**src/rtl/compare_iter_nb_if.sv**
```systemverilog
// ---------------------------------------------------------------------------
// compare_iter_nb_if
//   Handshake bundle for the iterative magnitude comparator. It carries the
//   operand request channel and the result channel. Each channel uses
//   valid/ready flow control.
//
//   Request channel (master -> slave):
//     in_valid_i   operand pair valid
//     a_i, b_i     operands, N bits each
//     signed_i     1: two's-complement compare, 0: unsigned compare
//     in_ready_o   (slave -> master) comparator can accept operands
//
//   Result channel (slave -> master):
//     out_valid_o  result valid
//     lt_o         a < b
//     eq_o         a == b
//     ge_o         a >= b
//     out_ready_i  (master -> slave) consumer takes the result
//
//   Modports:
//     slave   the comparator side
//     master  the requester/consumer side
// ---------------------------------------------------------------------------
interface compare_iter_nb_if #(
  parameter int N = 32
);

  logic         in_valid_i;
  logic         in_ready_o;
  logic [N-1:0] a_i;
  logic [N-1:0] b_i;
  logic         signed_i;
  logic         out_valid_o;
  logic         out_ready_i;
  logic         lt_o;
  logic         eq_o;
  logic         ge_o;

  modport slave (
    input  in_valid_i,
    input  a_i,
    input  b_i,
    input  signed_i,
    input  out_ready_i,
    output in_ready_o,
    output out_valid_o,
    output lt_o,
    output eq_o,
    output ge_o
  );

  modport master (
    output in_valid_i,
    output a_i,
    output b_i,
    output signed_i,
    output out_ready_i,
    input  in_ready_o,
    input  out_valid_o,
    input  lt_o,
    input  eq_o,
    input  ge_o
  );

endinterface

```
**src/rtl/compare_iter_nb.sv**
```systemverilog
// ---------------------------------------------------------------------------
// compare_iter_nb
//   Multi-cycle magnitude comparator for the ALU compare path. This path
//   serves BLT/BGE/BLTU/BGEU and SLT/SLTU.
//
//   The block accepts one operand pair. It then walks both operands W bits
//   per cycle, starting with the most significant chunk. It stops at the
//   first chunk that differs and returns lt/eq/ge.
//
//   A signed compare uses the same unsigned datapath. The MSB of both
//   operands is inverted when the pair is captured. This maps the
//   two's-complement order onto the unsigned order.
//
//   Ports:
//     clk_i    clock, rising edge
//     rstn_i   asynchronous active-low reset
//     bus      compare_iter_nb_if.slave. It carries the operand
//              handshake (in_valid_i/in_ready_o, a_i, b_i, signed_i) and
//              the result handshake (out_valid_o/out_ready_i, lt_o, eq_o,
//              ge_o).
//
//   Parameters:
//     N  operand width, N >= 2
//     W  bits examined per cycle, N % W == 0 (W = N gives one compare cycle)
//
//   Timing:
//     accept at cycle 0.
//     out_valid_o rises at cycle k+1, where k (1..N/W) is the number of
//     chunks examined.
//     After the result transfer the block returns to IDLE. It can accept
//     again from the following cycle.
// ---------------------------------------------------------------------------
module compare_iter_nb #(
  parameter int N = 32,
  parameter int W = 8
) (
  input  logic             clk_i,
  input  logic             rstn_i,
  compare_iter_nb_if.slave bus
);

  // Number of chunks, and the width of the chunk index.
  // The index keeps at least one bit so that W = N still builds.
  localparam int NCHUNK = N / W;
  localparam int IDXW   = (NCHUNK > 1) ? $clog2(NCHUNK) : 1;
  localparam logic [IDXW-1:0] IDX_TOP = IDXW'(NCHUNK - 1);

  typedef enum logic [1:0] {
    ST_IDLE = 2'd0,
    ST_CMP  = 2'd1,
    ST_DONE = 2'd2
  } state_t;

  state_t          state_r;
  state_t          state_s;

  logic [N-1:0]    a_r;
  logic [N-1:0]    b_r;
  logic [N-1:0]    a_s;
  logic [N-1:0]    b_s;
  logic [IDXW-1:0] idx_r;
  logic [IDXW-1:0] idx_s;

  logic            out_valid_r;
  logic            out_valid_s;
  logic            lt_r;
  logic            lt_s;
  logic            eq_r;
  logic            eq_s;
  logic            ge_r;
  logic            ge_s;

  logic [W-1:0]    ca_s;
  logic [W-1:0]    cb_s;
  logic            chunk_ne_s;
  logic            chunk_lt_s;
  logic            last_chunk_s;
  logic [N-1:0]    sign_flip_s;

  // This mask inverts the MSB of both operands in signed mode.
  // After the flip, an unsigned compare gives the two's-complement order.
  assign sign_flip_s = {bus.signed_i, {(N-1){1'b0}}};

  // Select the chunk under examination from both captured operands.
  always_comb begin
    ca_s         = a_r[int'(idx_r) * W +: W];
    cb_s         = b_r[int'(idx_r) * W +: W];
    chunk_ne_s   = (ca_s != cb_s);
    chunk_lt_s   = (ca_s < cb_s);
    last_chunk_s = (idx_r == {IDXW{1'b0}});
  end

  // State register.
  always_ff @(posedge clk_i or negedge rstn_i) begin
    if (!rstn_i) begin
      state_r <= ST_IDLE;
    end else begin
      state_r <= state_s;
    end
  end

  // Next-state logic.
  // in_ready_o is exactly (state == IDLE), so in_valid_i alone qualifies
  // the accept condition in IDLE.
  always_comb begin
    state_s = state_r;
    case (state_r)
      ST_IDLE: begin
        if (bus.in_valid_i) begin
          state_s = ST_CMP;
        end else begin
          state_s = ST_IDLE;
        end
      end
      ST_CMP: begin
        if (chunk_ne_s || last_chunk_s) begin
          state_s = ST_DONE;
        end else begin
          state_s = ST_CMP;
        end
      end
      ST_DONE: begin
        if (bus.out_ready_i) begin
          state_s = ST_IDLE;
        end else begin
          state_s = ST_DONE;
        end
      end
      default: begin
        state_s = ST_IDLE;
      end
    endcase
  end

  // Output and datapath logic: next values for operands, index and result flags.
  // All of these are held unless the current state updates them.
  always_comb begin
    a_s         = a_r;
    b_s         = b_r;
    idx_s       = idx_r;
    out_valid_s = out_valid_r;
    lt_s        = lt_r;
    eq_s        = eq_r;
    ge_s        = ge_r;
    case (state_r)
      ST_IDLE: begin
        if (bus.in_valid_i) begin
          a_s   = bus.a_i ^ sign_flip_s;
          b_s   = bus.b_i ^ sign_flip_s;
          idx_s = IDX_TOP;
        end else begin
          idx_s = idx_r;
        end
      end
      ST_CMP: begin
        if (chunk_ne_s) begin
          // The first differing chunk from the top decides the order.
          lt_s        = chunk_lt_s;
          eq_s        = 1'b0;
          ge_s        = ~chunk_lt_s;
          out_valid_s = 1'b1;
        end else if (last_chunk_s) begin
          lt_s        = 1'b0;
          eq_s        = 1'b1;
          ge_s        = 1'b1;
          out_valid_s = 1'b1;
        end else begin
          idx_s = idx_r - IDXW'(1);
        end
      end
      ST_DONE: begin
        // The flags stay as they are after the transfer. Only valid drops.
        if (bus.out_ready_i) begin
          out_valid_s = 1'b0;
        end else begin
          out_valid_s = 1'b1;
        end
      end
      default: begin
        out_valid_s = 1'b0;
      end
    endcase
  end

  // Datapath and result registers.
  // A reset mid-operation discards everything and the chunk index goes back to the top.
  always_ff @(posedge clk_i or negedge rstn_i) begin
    if (!rstn_i) begin
      a_r         <= {N{1'b0}};
      b_r         <= {N{1'b0}};
      idx_r       <= IDX_TOP;
      out_valid_r <= 1'b0;
      lt_r        <= 1'b0;
      eq_r        <= 1'b0;
      ge_r        <= 1'b0;
    end else begin
      a_r         <= a_s;
      b_r         <= b_s;
      idx_r       <= idx_s;
      out_valid_r <= out_valid_s;
      lt_r        <= lt_s;
      eq_r        <= eq_s;
      ge_r        <= ge_s;
    end
  end

  // in_ready_o is decoded from the state register only.
  // It therefore reads 1 while reset holds the state in IDLE.
  assign bus.in_ready_o  = (state_r == ST_IDLE);
  assign bus.out_valid_o = out_valid_r;
  assign bus.lt_o        = lt_r;
  assign bus.eq_o        = eq_r;
  assign bus.ge_o        = ge_r;

endmodule
```
**src/flat_wrapper.sv**
```systemverilog
// flat-port wrapper written by rule: the top's interface ports become plain ports
module compare_iter_nb_flat 
#(
  parameter int N = 32,
  parameter int W = 8
)
  (clk_i, rstn_i, bus_in_valid_i, bus_a_i, bus_b_i, bus_signed_i, bus_out_ready_i, bus_in_ready_o, bus_out_valid_o, bus_lt_o, bus_eq_o, bus_ge_o);
  compare_iter_nb_if #(.N(N)) bus_i ();
  input  logic clk_i;
  input  logic rstn_i;
  input wire logic [$bits(bus_i.in_valid_i)-1:0] bus_in_valid_i;
  input wire logic [$bits(bus_i.a_i)-1:0] bus_a_i;
  input wire logic [$bits(bus_i.b_i)-1:0] bus_b_i;
  input wire logic [$bits(bus_i.signed_i)-1:0] bus_signed_i;
  input wire logic [$bits(bus_i.out_ready_i)-1:0] bus_out_ready_i;
  output wire logic [$bits(bus_i.in_ready_o)-1:0] bus_in_ready_o;
  output wire logic [$bits(bus_i.out_valid_o)-1:0] bus_out_valid_o;
  output wire logic [$bits(bus_i.lt_o)-1:0] bus_lt_o;
  output wire logic [$bits(bus_i.eq_o)-1:0] bus_eq_o;
  output wire logic [$bits(bus_i.ge_o)-1:0] bus_ge_o;
  assign bus_i.in_valid_i = bus_in_valid_i;
  assign bus_i.a_i = bus_a_i;
  assign bus_i.b_i = bus_b_i;
  assign bus_i.signed_i = bus_signed_i;
  assign bus_i.out_ready_i = bus_out_ready_i;
  assign bus_in_ready_o = bus_i.in_ready_o;
  assign bus_out_valid_o = bus_i.out_valid_o;
  assign bus_lt_o = bus_i.lt_o;
  assign bus_eq_o = bus_i.eq_o;
  assign bus_ge_o = bus_i.ge_o;
  compare_iter_nb #(.N(N), .W(W)) u_core (.clk_i(clk_i), .rstn_i(rstn_i), .bus(bus_i));
endmodule
```
**config.mk**
```make
export PLATFORM = sky130hd
export DESIGN_NAME = compare_iter_nb_flat
export DESIGN_NICKNAME = d
export VERILOG_FILES = /design/src/rtl/compare_iter_nb_if.sv /design/src/rtl/compare_iter_nb.sv /design/src/flat_wrapper.sv
export SDC_FILE = /design/constraint.sdc
export NUM_CORES = 1
export LEC_CHECK = 0
export CAP_MARGIN = 20
export CORE_MARGIN = 2
export CORE_UTILIZATION = 45
export DETAILED_ROUTE_END_ITERATION = 6
export PLACE_DENSITY_LB_ADDON = 0.05
export SYNTH_ARGS = -nofsm -noshare
export SYNTH_HDL_FRONTEND = slang
export SYNTH_SLANG_ARGS = --single-unit
```
**constraint.sdc**
```tcl
create_clock -name clk_i -period 3.5 [get_ports clk_i]
set_input_delay 0.35 -clock clk_i [delete_from_list [all_inputs] [get_ports clk_i]]
set_output_delay 0.35 -clock clk_i [all_outputs]
set_load 0.01 [all_outputs]
```
==> results of run 1 <==
[state kept, by name, indices dropped and copies added (netlist names)]
| name | count |
|---|---|
| u_core.b_r | 32 |
| u_core.a_r | 32 |
| u_core.bus.lt_o | 1 |
| u_core.state_r | 2 |
| u_core.bus.out_valid_o | 1 |
| u_core.idx_r | 2 |
| u_core.bus.eq_o | 1 |
| u_core.bus.ge_o | 1 |
[metrics by stage]
step	setup WS, ps	instances	util
after CTS	630	411	0.586
final	684	411	0.586
after global placement	698	395	0.563
after detailed placement	656	395	0.563
after floorplan	910	231	-
after global routing	497	411	0.586
[power breakdown]
| part | internal (mW) | leakage [nW] | switching [mW] |
|---|---|---|---|
| Clock | 0.259 | 0.0789 | 0.315 |
| Combinational | 0.847 | 1.04 | 0.513 |
| Sequential | 1.23 | 0.847 | 0.229 |
| Total | 2.34 | 1.97 | 1.06 |
[cell families (layout without fill, tap and decap cells)]
kind of cell,after synthesis,after routing
AOI/OAI and AO/OA,22,22
xor gates and xnor gates,2,2
adders and majority gates,13,13
buffers and inverters,26,104
DFF,72,72
muxes,79,79
and+or+nand+nor,17,17
[cell usage in the layout (no fill, tap or decap), types with 2 or more instances in the layout]
master and n:
ha_1 13, nand2b_1 3, a21o_1 2, buf_4 2, nor2_1 3, a21oi_1 5, mux2_4 20, dfrtp_1 70
dfstp_2 2, o21ai_0 5, mux2_2 37, clkinvlp_4 3, inv_1 14, xnor2_1 2, nand2_1 5, mux2_1 5
mux4_2 16, clkdlybuf4s50_1 72, clkbuf_8 9
[layer usage]
metal	vias up	global-route usage
met1	1027	0.229
li1	998	-
met2	49	0.255
met3	8	0.0586
met5	-	0
met4	0	0.0441
[cell type report]
class | count | share of cell area
clock buffer | 10 | 0.0283
clock inverter | 6 | 0.0100
inverter | 14 | 0.0117
multi-input combinational | 133 | 0.357
sequential | 72 | 0.401
tap | 102 | 0.0283
timing repair buffer | 74 | 0.163
[critical path, delay by kind of cell, from the launching register on]
kind,cells,cell delay [ps]
AOI/OAI and AO/OA,3,700
adders and majority gates,1,350
DFF,1,910
muxes,1,580
and+or+nand+nor,1,150
[worst min path at each step]
stage                          from               to  slack, ps  cells after the start
global placement     u_core.b_r[31]   u_core.b_r[31]        470                      2
global route                 rstn_i   u_core.a_r[22]        190                      1
detailed placement  u_core.bus.lt_o  u_core.bus.lt_o        480                      2
finish                       rstn_i   u_core.a_r[29]        110                      1
floorplan                    rstn_i    u_core.a_r[0]         50                      0
CTS                          rstn_i   u_core.b_r[26]        150                      1
[cell usage after synthesis]
cell type | count | share of area
xnor2_1 | 2 | 0.0049
a21oi_1 | 5 | 0.0070
o21ai_0 | 5 | 0.0070
nand4_2 | 1 | 0.0035
dfrtp_1 | 70 | 0.49
o31ai_4 | 1 | 0.0060
nor3_2 | 1 | 0.0028
mux4_2 | 16 | 0.10
nand2b_1 | 3 | 0.0053
mux2_1 | 5 | 0.016
nand4_4 | 1 | 0.0060
mux2i_1 | 1 | 0.0028
o211a_1 | 1 | 0.0028
a21o_1 | 2 | 0.0042
o41ai_1 | 1 | 0.0025
nor2_1 | 3 | 0.0032
buf_2 | 6 | 0.0085
a32o_1 | 1 | 0.0028
a31oi_1 | 1 | 0.0018
nand2_1 | 6 | 0.0063
nor2b_1 | 1 | 0.0018
o21ai_2 | 1 | 0.0025
mux2_4 | 20 | 0.085
ha_1 | 13 | 0.046
dfstp_2 | 2 | 0.015
a22oi_2 | 1 | 0.0035
o41a_1 | 1 | 0.0032
buf_6 | 5 | 0.016
buf_4 | 1 | 0.0021
o211ai_1 | 1 | 0.0021
a211oi_1 | 1 | 0.0021
mux2_2 | 37 | 0.12
inv_1 | 14 | 0.015
nand4_1 | 1 | 0.0018
==> results.tsv, run 1 <==
stage	metric	value	unit
outcome	status	finished clean	
place	place_area	4330	um2
cts	clkSlewWorstSetupHoldPaths	70	ps
floorplanning	die_w	92.8	um
worst_setup_path	reg2reg_to	u_core.bus.out_valid_o	
final_layout	nNetsFinal	386	
timing	timing.fmax	355	MHz
grt	grt_pass1_vias	2254	
cts	cts.hold.buffers_added	0	
cts	numClockSinks	72	
cts	htreeDepth	3	
route	vias_per_cell	5.07	
final_layout	antenna_cells	0	
worst_setup_path	crit_slowest_cell	dfstp_2	
timing	fin_crit_sh	0.805	
timing	rsz0062_at_grt	false	
floorplanning	core_area	7690	um2
worst_setup_path	crit_type	register to register	
worst_setup_path	startpoint_type	register	
logic_synthesis	synthMuxAreaShare	0.322	
job	maxCapViolCount	0	
worst_setup_path	critPathMaxFanout	19	
timing	hold_violations	0	
floorplanning	die-area	8620	um2
grt	grt_max_degree	73	
logic_synthesis	syn_inst	231	
logic_synthesis	avgSynthCellArea	15.4	um2
cts	cts_resized	0	
cts	ctsRootBufferMaster	clkbuf_8	
logic_synthesis	yosys_warnings	0	
route	drcViolationCount	0	
pwr	ir_worst_vdd	0.311	mV
final_layout	fill_cells	626	
worst_setup_path	crit_start	u_core.idx_r[0]	
floorplanning	ioPinCount	74	
pwr	powerDensity	755	nW/um2
timing	tightest_slew	959	ps
timing	min_period	2820	ps
logic_synthesis	synth_fa_ha_area_frac	0.0458	
route	drt-pass1-iter-count	4	
route	drt_wl_total	6.42	mm
timing	setup_tns	0	ps
grt	grt_pass1_wl	11.0	mm
grt	grt_usage	0.167	
final_layout	multi_input_area	1610	um2
final_layout	design_area	4500	um2
pwr	power	3.40	mW
worst_setup_path	path_cells	mux4_2, ha_1, nand4_4, o31ai_4, o21ai_2, a32o_1	
worst_setup_path	end_kind	register	
worst_setup_path	cpPeakStageDelay	910	ps
worst_setup_path	crit_arrival	3050	ps
route	highest_layer	met4	
logic_synthesis	yosysUniqueCellTypes	34	
route	vias	2082	
logic_synthesis	ys_ff_latch	72	
logic_synthesis	syn-num-nets	313	
worst_setup_path	worst_r2r_path_depth	6	
floorplanning	die_h	92.8	um
final_layout	register_area	1800	um2
place	routabilityCongestion	0.724	
grt	grt_overflow_total	0	
worst_setup_path	cp-endpoint	u_core.bus.out_valid_o	
cts	clk_latency	350	ps
route	drtIter0Drc	67	
final_layout	syn_to_final_growth	26.7	%
timing	slew_viol_final	0	
timing	maxSlewHeadroom	0.361	
route	dr_wl_met2	2.96	mm
logic_synthesis	syn_area	3550	um2
route	wl_met3	301	um
place	port_buffers	73	
timing	fin_hold_ws	113	ps
cts	post_cts_buffers	0	
cts	cts_buffers	9	
route	wire_per_inst	15.6	um
route	drt-met1-wl	3.08	mm
logic_synthesis	synth_compound_area_frac	0.0476	
pwr	p_leak	1.97	nW
worst_setup_path	ff2ff_setup_slack	680	ps
logic_synthesis	synthSimpleGateAreaFrac	0.0306	
route	final_antenna_net_count	0	
timing	fin_skew	8.03	ps
logic_synthesis	synth_top_family_by_area	multiplexers	
final_layout	layout-drive-gt1-share	0.320	
floorplanning	row_count	32	
floorplanning	start_util	0.462	
cts	cts_tree	done	
worst_setup_path	r2r-start	u_core.idx_r[0]	
cts	clk_path_buf_depth	2	
place	hpwl	4.50	mm
grt	antenna_found_initial	0	
timing	setup_violations	0	
logic_synthesis	synthXorXnorAreaFrac	0.00493	
hold_path	hold_path_class	primary input to asynchronous set/reset pin	
worst_setup_path	worstPathRequired	3730	ps
logic_synthesis	yosysSeqAreaShare	0.508	
Note: power is estimated with default switching activity, not from simulation.
==> run 2: changes to the inputs <==
- clock period: 3.5 -> 2.75 ns (I/O delays scaled with it)
==> run 2 against run 1 <==
Critical path depth grew 2. Clock skew shrank 4.4 ps. Core utilization grew 1.3 points. Die area is the same. Sequential power grew 28%. Critical path type unchanged. Via count grew 1.3%. Global-route usage grew 0.78 points. Worst setup slack lost 500 ps. Clock-buffer cell count is the same. Cell area grew 2.1%. Clock power grew 44%. Power grew 32%.
==> results.tsv, run 2 (synthesis gave the netlist of run 1 again) <==
stage	metric	value	unit	change
worst_setup_path	startpoint_type	register		
worst_setup_path	worstPathRequired	2980	ps	-750 ps
grt	grt_max_degree	73		unchanged
cts	numClockSinks	72		unchanged
final_layout	reg_top3	u_core.a_r (32), u_core.b_r (32)		
worst_setup_path	critPathMaxFanout	8		-11
cts	cts.hold.buffers_added	0		unchanged
timing	min_period	2570	ps	-248 ps
route	drcViolationCount	0		unchanged
cts	htreeDepth	3		unchanged
pwr	p_leak	2.02	nW	+2.3%
floorplanning	die-area	8620	um2	unchanged
cts	cts_tree	done		
route	vias_per_cell	5.03		-0.64%
final_layout	fill_cells	653		+4.3%
place	routabilityCongestion	0.756		+4.4%
timing	fin_hold_ws	36.7	ps	-76.5 ps
timing	setup_tns	0	ps	unchanged
floorplanning	die_h	92.8	um	unchanged
outcome	status	finished clean		
cts	clk_path_buf_depth	2		unchanged
cts	cts_resized	0		unchanged
floorplanning	core_area	7690	um2	unchanged
timing	maxSlewHeadroom	0.395		+0.0337
final_layout	nNetsFinal	394		+2.1%
final_layout	final_common_cell	clkdlybuf4s50_1		
timing	fin_crit_sh	0.934		+0.129
timing	tightest_slew	908	ps	-50.6 ps
final_layout	layout-drive-gt1-share	0.338		+0.0172
final_layout	antenna_cells	0		unchanged
grt	grt_usage	0.175		+0.00782
route	final_antenna_net_count	0		unchanged
hold_path	hold_path_class	primary input to asynchronous set/reset pin		
route	drt-pass1-iter-count	4		unchanged
floorplanning	row_count	32		unchanged
worst_setup_path	end_kind	register		
cts	ctsRootBufferMaster	clkbuf_8		
cts	post_cts_buffers	0		unchanged
cts	cts_buffers	9		unchanged
pwr	powerDensity	973	nW/um2	+29%
job	maxCapViolCount	0		unchanged
timing	setup_violations	0		unchanged
floorplanning	ioPinCount	74		unchanged
route	wire_per_inst	16.0	um	+2.6%
timing	fin_skew	3.61	ps	-4.42 ps
route	drt_wl_total	6.71	mm	+4.6%
grt	grt_pass1_wl	11.5	mm	+4.0%
route	vias	2109		+1.3%
place	port_buffers	73		unchanged
final_layout	mostFrequentLayoutCells	clkdlybuf4s50_1, dfrtp_1, mux2_2		
cts	clk_latency	340	ps	about the same
grt	grt_overflow_total	0		unchanged
cts	clkSlewWorstSetupHoldPaths	80	ps	about the same
worst_setup_path	crit_type	register to register		
place	hpwl	4.83	mm	+7.4%
grt	antenna_found_initial	0		unchanged
pwr	ir_worst_vdd	0.513	mV	+65%
floorplanning	die_w	92.8	um	unchanged
timing	slew_viol_final	0		unchanged
worst_setup_path	crit_arrival	2800	ps	-250 ps
place	place_area	4400	um2	+1.7%
route	drtIter0Drc	43		-36%
final_layout	syn_to_final_growth	29.4	%	
timing	timing.fmax	389	MHz	+9.6%
timing	rsz0062_at_grt	false		
final_layout	design_area	4600	um2	+2.1%
timing	hold_violations	0		unchanged
floorplanning	start_util	0.462		unchanged
grt	grt_pass1_vias	2300		+2.0%
run 2: worst paths after layout:
kind | startpoint | endpoint | slack [ps] | depth (start not counted)
setup / recovery | u_core.idx_r[0] | u_core.bus.ge_o | 180 | 8
hold / removal | rstn_i | u_core.a_r[4] | 40 | 1
setup reg to reg | u_core.idx_r[0] | u_core.bus.ge_o | 180 | 8
hold reg to reg | u_core.bus.lt_o | u_core.bus.lt_o | 490 | 2
max in group asynchronous | rstn_i | u_core.a_r[24] | 2100 | 1
min in group clk_i | u_core.bus.lt_o | u_core.bus.lt_o | 490 | 2
run 2: layout make-up:
class	instances	area, um2	area share
Clock buffer	10	128	0.0278
Clock inverter	6	68.8	0.0150
Inverter	14	52.6	0.0114
Multi-Input combinational cell	133	1610	0.350
Sequential cell	72	1800	0.392
Tap cell	102	128	0.0278
Timing Repair Buffer	82	808	0.176
run 2: metrics by stage:
stage	utilization	power, mW	setup slack, ps	cells
6_report	0.598	4.47	182	419
5_1_grt	0.598	4.81	5.30	419
4_1_cts	0.598	4.54	146	419
3_5_place_dp	0.573	3.68	164	403
3_3_place_gp	0.573	3.65	194	403
2_1_floorplan	-	3.18	160	231
run 2: metal layers:
layer	wire length [um]	track usage	vias up
met5	0	0	-
met4	74	0.0441	0
met1	3260	0.242	1037
li1	-	-	1009
met3	342	0.0594	6
met2	3030	0.267	57
run 2: critical path, stage by stage, from the launching register on:
cell and delay [ps]:
dfstp_2 620, buf_4 210, mux4_2 500, inv_1 70, ha_1 240, nor2b_1 140, o211ai_1 160, a21oi_1 110
o41a_1 400
run 2: power by group:
part           internal, mW  total (mW)  switching (mW)
clock network         0.422       0.827           0.405
registers              1.57        1.87           0.296
logic                  1.10        1.78           0.677
==> run 3: changes to the inputs <==
- DONT_BUFFER_PORTS: not set -> 1
==> run 3 against run 2 <==
Sequential share of layout area increased by 6.8 points. Critical endpoint is now u_core.idx_r[1]. Global-route usage decreased by 0.20 points. Worst setup slack got worse by 5.8 ps. Cell area decreased by 15%. Clock-buffer cell count decreased by 1. Die area unchanged. Maximum frequency decreased by 0.22%. Critical path type unchanged. Clock skew increased by 3.1 ps. Routed wire length increased by 0.28%. Largest power group unchanged. Largest cell class unchanged.
==> results.tsv, run 3 (synthesis gave the netlist of run 1 again) <==
stage	metric	value	unit	change
worst_setup_path	critPathMaxFanout	13		+5
final_layout	multi_input_area	1610	um2	unchanged
route	wire_per_inst	19.6	um	+22%
grt	grt_pass1_vias	2181		-5.2%
final_layout	syn_to_final_growth	10.4	%	
final_layout	register_area	1800	um2	unchanged
cts	numClockSinks	72		unchanged
grt	antenna_found_initial	0		unchanged
pwr	seqPwrFrac	0.424		+0.006
worst_setup_path	reg2reg_to	u_core.idx_r[1]		
worst_setup_path	r2r-start	u_core.idx_r[0]		
route	vias_per_cell	5.47		+8.8%
timing	fin_skew	6.73	ps	+3.12 ps
final_layout	layout-drive-gt1-share	0.430		+0.0922
timing	setup_tns	0	ps	unchanged
worst_setup_path	ff2ff_setup_slack	180	ps	about the same
outcome	status	finished clean		
cts	cts.hold.buffers_added	2		+2
final_layout	reg_top3	u_core.a_r (32), u_core.b_r (32)		
cts	cts_tree	done		
floorplanning	die_w	92.8	um	unchanged
floorplanning	core_area	7690	um2	unchanged
pwr	p_int	3.06	mW	-1.3%
pwr	clockPowerShare	0.200		+0.015
cts	cts_resized	0		unchanged
floorplanning	ioPinCount	74		unchanged
cts	clk_latency	340	ps	about the same
job	maxCapViolCount	0		unchanged
cts	clkSlewWorstSetupHoldPaths	70	ps	about the same
timing	hold_violations	0		unchanged
pwr	comb_power_share	0.376		-0.022
timing	timing.fmax	388	MHz	-0.22%
place	port_buffers	0		-100%
route	vias	1883		-11%
timing	fin_crit_sh	0.936		+0.00210
final_layout	fill_cells	651		-0.31%
route	drcViolationCount	0		unchanged
timing	maxSlewHeadroom	0.665		+0.271
cts	cts_buffers	9		unchanged
route	drt_wl_total	6.73	mm	+0.28%
floorplanning	die_h	92.8	um	unchanged
timing	setup_violations	0		unchanged
pwr	p_leak	1.76	nW	-13%
grt	grt_max_degree	73		unchanged
cts	htreeDepth	3		unchanged
worst_setup_path	startpoint_type	register		
place	hpwl	4.80	mm	-0.64%
timing	slew_viol_final	0		unchanged
hold_path	hold_path_class	primary input to register		
floorplanning	die-area	8620	um2	unchanged
grt	grt_overflow_total	0		unchanged
pwr	powerDensity	1120	nW/um2	+15%
grt	grt_pass1_wl	11.4	mm	-0.90%
cts	post_cts_buffers	0		unchanged
route	drtIter0Drc	63		+47%
worst_setup_path	worstPathRequired	3020	ps	+40 ps
place	routabilityCongestion	0.726		-3.9%
floorplanning	start_util	0.462		unchanged
final_layout	mostFrequentLayoutCells	dfrtp_1, mux2_2, mux2_4		
pwr	swShare	0.305		-0.00256
route	drt-pass1-iter-count	4		unchanged
cts	ctsRootBufferMaster	clkbuf_8		
worst_setup_path	crit_type	register to register		
timing	tightest_slew	502	ps	-406 ps
hold_path	hp-start	bus_b_i[8]		
timing	min_period	2570	ps	+5.78 ps
final_layout	final_common_cell	dfrtp_1		
pwr	ir_worst_vdd	0.496	mV	-3.4%
worst_setup_path	crit_arrival	2840	ps	+40 ps
worst_setup_path	worst_r2r_path_depth	7		-1
hold_path	hold_path_end	u_core.b_r[8]		
hold_path	hold_path_depth	1		
floorplanning	row_count	32		unchanged
pwr	power	4.40	mW	-1.6%
cts	clk_path_buf_depth	2		unchanged
worst_setup_path	end_kind	register		
timing	rsz0062_at_grt	false		
final_layout	antenna_cells	0		unchanged
route	final_antenna_net_count	0		unchanged
final_layout	nNetsFinal	320		-19%
pwr	p_sw	1.34	mW	-2.5%
grt	grt_usage	0.173		-0.00201
-- run 3: changes by cell type in the layout (fill, tap and decap cells not counted), sizes merged --
cell and change:
clkbuf -1, dlygate4sd3 +1, buf -3, inv -1
clkdlybuf4s50 -72, clkinvlp -2, bufinv +1, clkinv +2
-- run 3: area by class of cell --
type | instances | share of cell area
Sequential cell | 72 | 0.460
Multi-Input combinational cell | 133 | 0.410
Tap cell | 102 | 0.0325
Clock buffer | 9 | 0.0316
Timing Repair Buffer | 8 | 0.0306
Clock inverter | 6 | 0.0217
Inverter | 14 | 0.0134
-- run 3: worst max-delay path by stage --
stage	from	to	cells past startpoint
after detailed placement	u_core.idx_r[0]	u_core.idx_r[1]	7
after global placement	u_core.idx_r[0]	u_core.bus.ge_o	8
after global routing	u_core.idx_r[0]	u_core.idx_r[1]	7
final	u_core.idx_r[0]	u_core.idx_r[1]	7
after floorplan	u_core.idx_r[0]	u_core.bus.out_valid_o	8
after CTS	u_core.idx_r[0]	u_core.idx_r[1]	7
-- run 3: per-stage QoR --
step | std cells | instance area (um2) | hold slack, ps | worst slack [ps] | utilization
after detailed placement | 327 | 3680 | -18.0 | 210 | 0.478
after global routing | 344 | 3920 | 36.5 | 27.7 | 0.510
after CTS | 344 | 3920 | 42.5 | 151 | 0.510
after global placement | 327 | 3680 | -18.7 | 252 | 0.478
after floorplan | 231 | 3550 | -20.6 | 160 | -
final | 344 | 3920 | 62.0 | 176 | 0.510
-- run 3: routing by layer --
metal | routed length [um] | global-route usage | up-vias
li1 | - | - | 854
met3 | 461 | 0.0773 | 7
met1 | 2820 | 0.211 | 965
met2 | 3380 | 0.282 | 57
met5 | 0 | 0 | -
met4 | 72 | 0.0429 | 0
-- run 3: power by group through the flow --
stage / registers [mW] / logic [mW] / clock network, mW
6_report: 1.87 / 1.65 / 0.882
5_1_grt: 1.93 / 1.82 / 0.965
4_1_cts: 1.87 / 1.67 / 0.911
3_5_place_dp: 1.89 / 1.63 / 0
3_3_place_gp: 1.86 / 1.58 / 0
2_1_floorplan: 1.76 / 1.42 / 0
-- run 3: worst max-delay path, cell delays in order (launching register included) --
cell and delay, ps:
dfstp_2 560, buf_12 170, mux4_2 520, ha_1 360, nand4_4 150, nor3_2 360, a31oi_1 140, o211a_1 240
